**config.mk**
```make
export PLATFORM = sky130hd
export DESIGN_NAME = uart_tx_fifo_cfg
export DESIGN_NICKNAME = d
export VERILOG_FILES = /design/src/rtl/uart_tx_fifo_cfg.sv
export SDC_FILE = /design/constraint.sdc
export NUM_CORES = 1
export LEC_CHECK = 0
export ABC_AREA = 0
export BUFFER_PORTS_ARGS = -buffer_cell sky130_fd_sc_hd__buf_4
export CAP_MARGIN = 20
export CORE_UTILIZATION = 35
export CTS_BUF_LIST = sky130_fd_sc_hd__clkbuf_4
export CTS_CLUSTER_DIAMETER = 80
export DETAILED_ROUTE_END_ITERATION = 10
export PLACE_DENSITY_LB_ADDON = 0.15
export REMOVE_ABC_BUFFERS = 1
export SLEW_MARGIN = 20
export SYNTH_ARGS = -nofsm -noshare
export SYNTH_HDL_FRONTEND = slang
export SYNTH_SLANG_ARGS = --single-unit
```
**constraint.sdc**
```tcl
create_clock -name clk -period 3.29 [get_ports clk]
set_input_delay 0 -clock clk [delete_from_list [all_inputs] [get_ports clk]]
set_output_delay 0 -clock clk [all_outputs]
set_load 0.01 [all_outputs]
```
**src/rtl/uart_tx_fifo_cfg.sv**
```systemverilog
// uart_tx_fifo_cfg: runtime-configurable UART transmitter with valid/ready input FIFO and break generation.
module uart_tx_fifo_cfg #(
  parameter int DATA_BITS_MAX = 8,
  parameter int OS_TICKS = 16,
  parameter int FIFO_DEPTH = 4
) (
  input  logic clk,
  input  logic reset,
  input  logic tick,
  input  logic [DATA_BITS_MAX-1:0] s_data,
  input  logic s_valid,
  output logic s_ready,
  input  logic [$clog2(DATA_BITS_MAX+1)-1:0] cfg_data_bits,
  input  logic [1:0] cfg_parity,
  input  logic cfg_stop2,
  input  logic send_break,
  output logic tx,
  output logic busy,
  output logic tx_done,
  output logic [$clog2(FIFO_DEPTH+1)-1:0] fifo_level
);
  localparam int DW = $clog2(DATA_BITS_MAX+1);
  localparam int AW = $clog2(FIFO_DEPTH);
  localparam int LW = $clog2(FIFO_DEPTH+1);
  localparam int CW = OS_TICKS > 1 ? $clog2(OS_TICKS) : 1;
  typedef enum logic [2:0] {IDLE, START, DATA, PARITY, STOP, BREAK} state_t;
  state_t state, state_n;
  logic [DATA_BITS_MAX-1:0] mem [FIFO_DEPTH];
  logic [AW-1:0] wr_ptr, rd_ptr;
  logic [DATA_BITS_MAX-1:0] shreg, mask;
  logic [DW-1:0] nbits, nbits_cfg, bit_cnt;
  logic [CW-1:0] tick_cnt;
  logic par_en, par_bit, stop2, push, pop, bit_end, tx_n, done_n;
  assign s_ready = fifo_level < LW'(FIFO_DEPTH);
  assign busy = state != IDLE;
  assign push = s_valid && s_ready;
  assign bit_end = tick && tick_cnt == CW'(OS_TICKS - 1);
  assign nbits_cfg = (cfg_data_bits < DW'(5) || cfg_data_bits > DW'(DATA_BITS_MAX)) ? DW'(DATA_BITS_MAX) : cfg_data_bits;
  assign mask = {DATA_BITS_MAX{1'b1}} >> (DATA_BITS_MAX - int'(nbits_cfg));
  always_comb begin
    state_n = state;
    tx_n = tx;
    done_n = 1'b0;
    pop = 1'b0;
    case (state)
      IDLE:
        if (send_break) begin
          state_n = BREAK;
          tx_n = 1'b0;
        end else if (fifo_level != '0) begin
          state_n = START;
          tx_n = 1'b0;
          pop = 1'b1;
        end
      START:
        if (bit_end) begin
          state_n = DATA;
          tx_n = shreg[0];
        end
      DATA:
        if (bit_end) begin
          state_n = bit_cnt == nbits - 1'b1 ? (par_en ? PARITY : STOP) : DATA;
          tx_n = bit_cnt == nbits - 1'b1 ? (par_en ? par_bit : 1'b1) : shreg[1];
        end
      PARITY:
        if (bit_end) begin
          state_n = STOP;
          tx_n = 1'b1;
        end
      STOP:
        if (bit_end && bit_cnt == DW'(stop2)) begin
          state_n = IDLE;
          done_n = 1'b1;
        end
      BREAK: begin
        tx_n = !send_break;
        state_n = !send_break && bit_end ? IDLE : BREAK;
      end
      default: state_n = IDLE;
    endcase
  end
  always_ff @(posedge clk)
    if (push) mem[wr_ptr] <= s_data;
  // tick counter is held clear while the line is held low so the release mark lasts a full bit
  always_ff @(posedge clk or posedge reset)
    if (reset) begin
      state <= IDLE;
      tx <= 1'b1;
      tx_done <= 1'b0;
      wr_ptr <= '0;
      rd_ptr <= '0;
      fifo_level <= '0;
      tick_cnt <= '0;
      bit_cnt <= '0;
      shreg <= '0;
      nbits <= '0;
      par_en <= 1'b0;
      par_bit <= 1'b0;
      stop2 <= 1'b0;
    end else begin
      state <= state_n;
      tx <= tx_n;
      tx_done <= done_n;
      if (push) wr_ptr <= wr_ptr + 1'b1;
      if (pop) rd_ptr <= rd_ptr + 1'b1;
      fifo_level <= fifo_level + LW'(push) - LW'(pop);
      tick_cnt <= (state == IDLE || (state == BREAK && send_break) || bit_end) ? '0 : tick ? tick_cnt + 1'b1 : tick_cnt;
      bit_cnt <= state_n != state ? '0 : bit_end ? bit_cnt + 1'b1 : bit_cnt;
      if (pop) begin
        shreg <= mem[rd_ptr] & mask;
        nbits <= nbits_cfg;
        par_en <= cfg_parity == 2'b01 || cfg_parity == 2'b10;
        par_bit <= ^(mem[rd_ptr] & mask) ^ cfg_parity[1];
        stop2 <= cfg_stop2;
      end else if (state == DATA && bit_end) shreg <= shreg >> 1;
    end
endmodule

```
==> results of run 1 <==
## worst paths after layout
path                       startpoint            end  depth (start not counted)
max                          state[0]  fifo_level[2]                         11
min                        send_break     bit_cnt[0]                          4
max reg2reg                  state[0]  fifo_level[2]                         11
min reg2reg                  shreg[0]       shreg[0]                          2
max in group asynchronous       reset             tx                          4
min in group asynchronous       reset       state[1]                          4
## cells by family (layout without fill, tap and decap cells)
group / after synthesis / count (layout) / share of synthesized area [%]
fa+ha+maj: 11 / 11 / 4.28
compound gates: 46 / 46 / 8.96
flops: 67 / 67 / 54.2
xor+xnor: 28 / 28 / 8.52
buf+inv: 24 / 79 / 2.99
mux: 16 / 16 / 7.75
simple gates: 85 / 85 / 13.3
## worst max-delay path, cell delays in order (launching register included)
cell and delay, ns:
dfrtp_1 0.52, nor3_1 0.32, o31ai_1 0.17, or2_2 0.47, clkinv_1 0.11, ha_1 0.22, inv_1 0.05, ha_1 0.13
inv_1 0.04, fa_1 0.37, xnor2_1 0.14, xnor2_1 0.12
## flip-flops by register name, indices dropped and copies added (netlist names), 2 cells and up
register and flops:
tick_cnt 4, mem 32, rd_ptr 2, bit_cnt 4, nbits 4, fifo_level 3, state 3, wr_ptr 2
shreg 8
## layout by cell type, fill, tap and decap left out, types with 4 or more instances in the layout
cell type and count:
o21ai_0 18, inv_1 14, dlygate4sd3_1 18, and2_1 7
nor2_1 12, ha_1 10, mux2i_1 6, mux4_2 8
clkbuf_4 9, buf_4 30, nor2b_1 5, dfrtp_1 34
xor2_1 6, a21oi_1 8, nor3_1 8, nand2b_1 4
xnor2_1 18, nand2_1 29, edfxtp_1 32
## metal layers
metal  track usage [%]  vias up
met3              4.60        7
met1              17.8     1067
met5                 0        -
met2              22.9       37
li1                  -     1105
met4              4.68        0
## through the flow
step | total power (µW) | hold WS, ns | instance area (µm²)
after global routing | 3030 | 0.0504 | 4110
final | 2840 | 0.0404 | 4110
after CTS | 2880 | 0.0190 | 4110
after detailed placement | 2150 | 0.141 | 3730
after floorplan | 1910 | 0.0989 | 3350
after global placement | 2140 | 0.142 | 3730
## cell type report
cell class | count | area [µm²]
clock buffers | 9 | 67.6
clock inverters | 7 | 125
fillers | 896 | 5220
inverters | 15 | 56.3
multi-input cells | 186 | 1450
flip-flops and latches | 67 | 1840
well taps | 129 | 161
repair buffers | 48 | 405
## power by group through the flow
stage	registers, µW	clock network, µW	logic, µW
after floorplan	1200	0	711
after global placement	1240	0	896
after detailed placement	1240	0	907
after CTS	1220	735	925
after global routing	1250	773	1010
final	1220	719	909
## synthesized netlist by cell type (2+ instances only)
master / number
dfrtp_1: 34
edfxtp_1: 32
nand2_1: 29
o21ai_0: 18
xnor2_1: 18
inv_1: 14
nor2_1: 12
ha_1: 10
a21oi_1: 8
mux4_2: 8
nor3_1: 8
and2_1: 7
mux2i_1: 6
xor2_1: 6
clkbuf_1: 5
nor2b_1: 5
nand2b_1: 4
a221o_1: 3
nand3_2: 3
nand4_1: 3
nor3b_1: 3
o22ai_1: 3
a22oi_1: 2
clkbuf_2: 2
mux2_2: 2
nand3_1: 2
nor4_1: 2
o21a_1: 2
xnor2_2: 2
==> out/results.ini, run 1 <==
[die]
design.core.area_um2=9330
row_count=35
fp.dieArea_um2=10100
io-pin-count=27
start_util_pct=36.4
die-width_um=100
die_h_um=100

[synth]
synthCells=277
synth.distinct_cells=53
syn_avg_cell_area_um2=12.2
ys_ff_latch=67
synth_edf_count=32
yosys-top-cells-area=edfxtp_1 28%, dfrtp_1 25%, mux4_2 5.3%
synth_top_cell_by_area=edfxtp_1
synth_top_cell_area_share_pct=28.3
async_flop_share_pct=52.2
syn_area_um2=3390
yosys_most_used_dff=dfrtp_1
seq_area_frac_synth_pct=54.2
yosysWarnings=0

[power]
p_switching_uw=889
p_seq_share_pct=42.8
cellLeakagePower_uw=0.00165
peakVddDrop_uv=359
internal-power_uw=1960
swShare_pct=31.2
combinationalPowerShare_pct=32.0
p_per_area_nw_per_um2=693
clkPwrFrac_pct=25.3

[timing]
setup_viol=0
fin_crit_sh_pct=84.2
layout_setup_ws_ns=0.518
fmax_ghz=0.361
period_minus_slack_ns=2.77
slew_violations=0
tns_ns=0
rsz0062_at_grt=false
clock_skew_ns=0.0241
hold_viol=0
max-slew-margin-rel_pct=57.3
worst_pin_slew_ns=0.635

[global_routing]
grt.overflow.total=0
grt_usage_pct=14.1
grt_pass1_vias=2217
grt_max_degree=36
grt_pass1_wl_um=10700
grt_antenna_before_repair=0

[clocking]
clock_latency_ns=0.42
post_cts_buffers=0
clock_path_buffers=2
clk_pin_slew_worst_paths_ns=0.13
cts_buffers=9
clkSinkCount=67
ctsHoldBuffers=18
cts_max_level=3
cts-root-buf=clkbuf_4
cts_tree=built
cts_resized=0

[setup_path]
critPathMaxFanout=21
arrival_ns=3.07
r2r_slack_ns=0.52
criticalPathCategory=flip-flop to flip-flop
cp-start-kind=flip-flop
cp.required_ns=3.59
cp-end-kind=flip-flop

[job]
maxCapViolCount=0

[routing]
met2_length_um=3040
vias_per_cell=4.81
drt_iter0_markers=79
route.met3.wl_um=173
final_antenna_net_count=0
drcViolationCount=0
drt_wl_total_um=6290
wl_met1_um=2990
vias=2216
wire_per_inst_um=13.6
first_pass_iters=4
highest_layer=met4

[placed_design]
pre_cts_ws_ns=0.504
place.port_buffers=26
placed_cells=427
gp_congestion=0.806
place_hpwl_um=4410

[final_layout]
final_core_util_pct=44.0
nets=358
diodes=0
final_cell_count_no_fill=461
area_delta_synth_final_pct=21.1
layout-drive-gt1-share_pct=20.8

[min_path]
min_path_type=primary input to flip-flop

[outcome]
status=finished, final reports clean

Power figures use the tool's default switching activity.
==> inputs of run 2 (changes only) <==
--- a/config.mk
+++ b/config.mk
@@ -5,7 +5,7 @@
 export SDC_FILE = /design/constraint.sdc
 export NUM_CORES = 1
 export LEC_CHECK = 0
-export ABC_AREA = 0
+export ABC_AREA = 1
 export BUFFER_PORTS_ARGS = -buffer_cell sky130_fd_sc_hd__buf_4
 export CAP_MARGIN = 20
 export CORE_UTILIZATION = 35
==> constraint.sdc (replaced) <==
create_clock -name clk -period 2.87 [get_ports clk]
set_input_delay 0 -clock clk [delete_from_list [all_inputs] [get_ports clk]]
set_output_delay 0 -clock clk [all_outputs]
set_load 0.01 [all_outputs]
==> run 2 against run 1 <==
  * Combinational power rose by 66%
  * Synthesized cell count is 43% higher
  * Wire length grew 17%
  * Critical path depth is the same
  * Sequential share of layout area decreased by 1.1 points
  * Critical endpoint unchanged
==> out/results.ini, run 2 <==
[outcome]
status=finished, final reports clean

[setup_path]
cp_num_cells=11  ; unchanged
critPathMaxFanout=11  ; -48%
cpLargestDelayFamily=adder cells
path_cells=inv_2, nand2_1, nor2_2, nand3_2, inv_2, ha_1, inv_1, ha_1, inv_1, fa_1, xnor2_1
cp-startpoint=state[0]
r2r_slack_ns=0.55  ; +0.03 ns
criticalPathCategory=flip-flop to flip-flop
cp-end-kind=flip-flop
crit_buf_inv=4  ; +1
cp-start-kind=flip-flop
endpoint=fifo_level[2]
cp.required_ns=3.20  ; -0.39 ns
r2r-end=fifo_level[2]
arrival_ns=2.65  ; -0.42 ns
cp_slowest_cell=dfrtp_1
r2r_start=state[0]
worst-r2r-cell-count=11  ; unchanged
max_stage_delay_ns=0.47  ; -0.05 ns

[final_layout]
final_core_util_pct=43.1  ; -0.95 points
diodes=0  ; unchanged
multi_input_area_um2=1440  ; -0.86%
top_register=mem
final_common_cell=nand2_1
largest_register_ffs=32  ; unchanged
ff_latch_area_um2=1840  ; unchanged
top_regs=mem: 32 flops, shreg: 8 flops
final_cell_mix=98 x nand2_1, 41 x nor2_1, 39 x inv_1
area_delta_synth_final_pct=19.0
nets=476  ; +33%
n_fill_cell=1000  ; +12%
layout-drive-gt1-share_pct=16.4  ; -4.3 points

[power]
p_per_area_nw_per_um2=884  ; +28%
peakVddDrop_uv=280  ; -22%
finalPower_uw=3720  ; +31%
cellLeakagePower_uw=0.00188  ; +14%

[clocking]
cts_resized=0  ; unchanged
cts_tree=built
cts-root-buf=clkbuf_4
clock_path_buffers=2  ; unchanged
cts_buffers=9  ; unchanged
clock_latency_ns=0.42  ; about the same
clk_pin_slew_worst_paths_ns=0.13  ; about the same
clkSinkCount=67  ; unchanged
cts_max_level=3  ; unchanged

[synth]
synth_edf_count=32  ; unchanged
synth.distinct_cells=41  ; -23%
syn_avg_cell_area_um2=8.96  ; -27%
yosysWarnings=0  ; unchanged
synth_top_cell_by_area=edfxtp_1
synth_common_cells=98 x nand2_1, 41 x nor2_1, 39 x inv_1
yosysMostFrequentCell=nand2_1
synth_top_cell_area_share_pct=27.2  ; -1.2 points
ys_ff_latch=67  ; unchanged
yosys-top-cells-area=edfxtp_1 27%, dfrtp_1 24%, nand2_1 10%
seq_area_frac_synth_pct=51.9  ; -2.2 points
synthCells=395  ; +43%
yosys_most_used_dff=dfrtp_1
async_flop_share_pct=52.2  ; unchanged
syn_area_um2=3540  ; +4.3%

[timing]
fmax_ghz=0.431  ; +19%
slew_violations=0  ; unchanged
clock_skew_ns=0.0152  ; -0.00890 ns
worst_pin_slew_ns=0.884  ; +0.249 ns
hold_viol=0  ; unchanged
setup_viol=0  ; unchanged
max-slew-margin-rel_pct=41.0  ; -16 points
period_minus_slack_ns=2.32  ; -0.452 ns
tns_ns=0  ; unchanged
fin_crit_sh_pct=80.8  ; -3.4 points
rsz0062_at_grt=false

[routing]
drcViolationCount=0  ; unchanged
vias_per_cell=4.60  ; -4.4%
wire_per_inst_um=12.6  ; -7.6%
final_antenna_net_count=0  ; unchanged
drt_iter0_markers=89  ; +13%
vias=2679  ; +21%
drt_wl_total_um=7350  ; +17%
first_pass_iters=5  ; +1

[global_routing]
grt_max_degree=25  ; -31%
grt_antenna_before_repair=0  ; unchanged
grt_usage_pct=15.9  ; +1.9 points
grt_pass1_wl_um=12700  ; +19%
grt.overflow.total=0  ; unchanged
grt_pass1_vias=2662  ; +20%

[die]
row_count=36  ; +2.9%
fp.dieArea_um2=10500  ; +4.2%
start_util_pct=36.2  ; -0.16 points
io-pin-count=27  ; unchanged
die-width_um=103  ; +2.1%
die_h_um=103  ; +2.1%
design.core.area_um2=9770  ; +4.8%

[job]
maxCapViolCount=0  ; unchanged

[placed_design]
gp_congestion=0.781  ; -3.2%
place.port_buffers=26  ; unchanged
place_hpwl_um=5260  ; +19%

[min_path]
min_path_type=primary input to flip-flop

-- run 2: how the worst min path moves through the flow --
stage                          start  cells past startpoint        end  slack, ns
floorplan                  s_data[0]                      0  mem[0][0]        0.1
CTS                 cfg_data_bits[3]                      5   nbits[3]      0.005
finish              cfg_data_bits[3]                      5   nbits[3]      0.008
global route        cfg_data_bits[3]                      5   nbits[3]       0.01
detailed placement         s_data[2]                      1  mem[3][2]       0.21
global placement           cfg_stop2                      3      stop2       0.20
-- run 2: per-layer routing --
metal  global-route usage (%)  vias to the layer above  part of all wire, %
met4                     6.70                        0                  1.4
met3                     2.71                       10                  2.7
met5                        0                        -                    0
met2                     26.1                       36                   46
li1                         -                     1388                    -
met1                     21.0                     1245                   49
-- run 2: where the power goes --
group | internal [µW] | switching (µW)
clock network | 360 | 378
logic | 600 | 911
registers | 1260 | 209
-- run 2: worst min-delay path: cells and delay by family --
kind / cells / cell delay (ns)
buffers and inverters: 1 / 0.09
and+or+nand+nor: 4 / 0.29
-- run 2: through the flow --
step / worst slack, ns / hold slack, ns / instance area [µm²] / instances
finish: 0.550 / 0.00842 / 4210 / 583
global route: 0.367 / 0.0129 / 4210 / 583
CTS: 0.544 / 0.00518 / 4210 / 583
detailed placement: 0.564 / 0.207 / 3860 / 549
global placement: 0.649 / 0.202 / 3860 / 549
floorplan: 0.570 / 0.0989 / 3480 / 387
-- run 2: kinds of logic after synthesis --
group | count (synthesis) | share of synthesized area, %
xor+xnor | 16 | 4.17
buf+inv | 61 | 7.36
simple gates | 196 | 24.5
compound gates | 42 | 7.36
fa+ha+maj | 11 | 4.10
flops | 67 | 51.9
mux | 2 | 0.566
-- run 2: cell type report --
class / instances / area share [%]
flip-flops and latches: 67 / 43.7
multi-input cells: 267 / 34.2
repair buffers: 47 / 9.45
inverters: 53 / 4.78
well taps: 133 / 3.95
clock inverters: 7 / 2.35
clock buffers: 9 / 1.60
-- run 2: timing repair --
| action | 4_1_cts | 5_1_grt |
|---|---|---|
| endpoints found under the hold margin | 63 | 0 |
| buffers inserted | 0 | 0 |
| hold buffers | 18 | 0 |
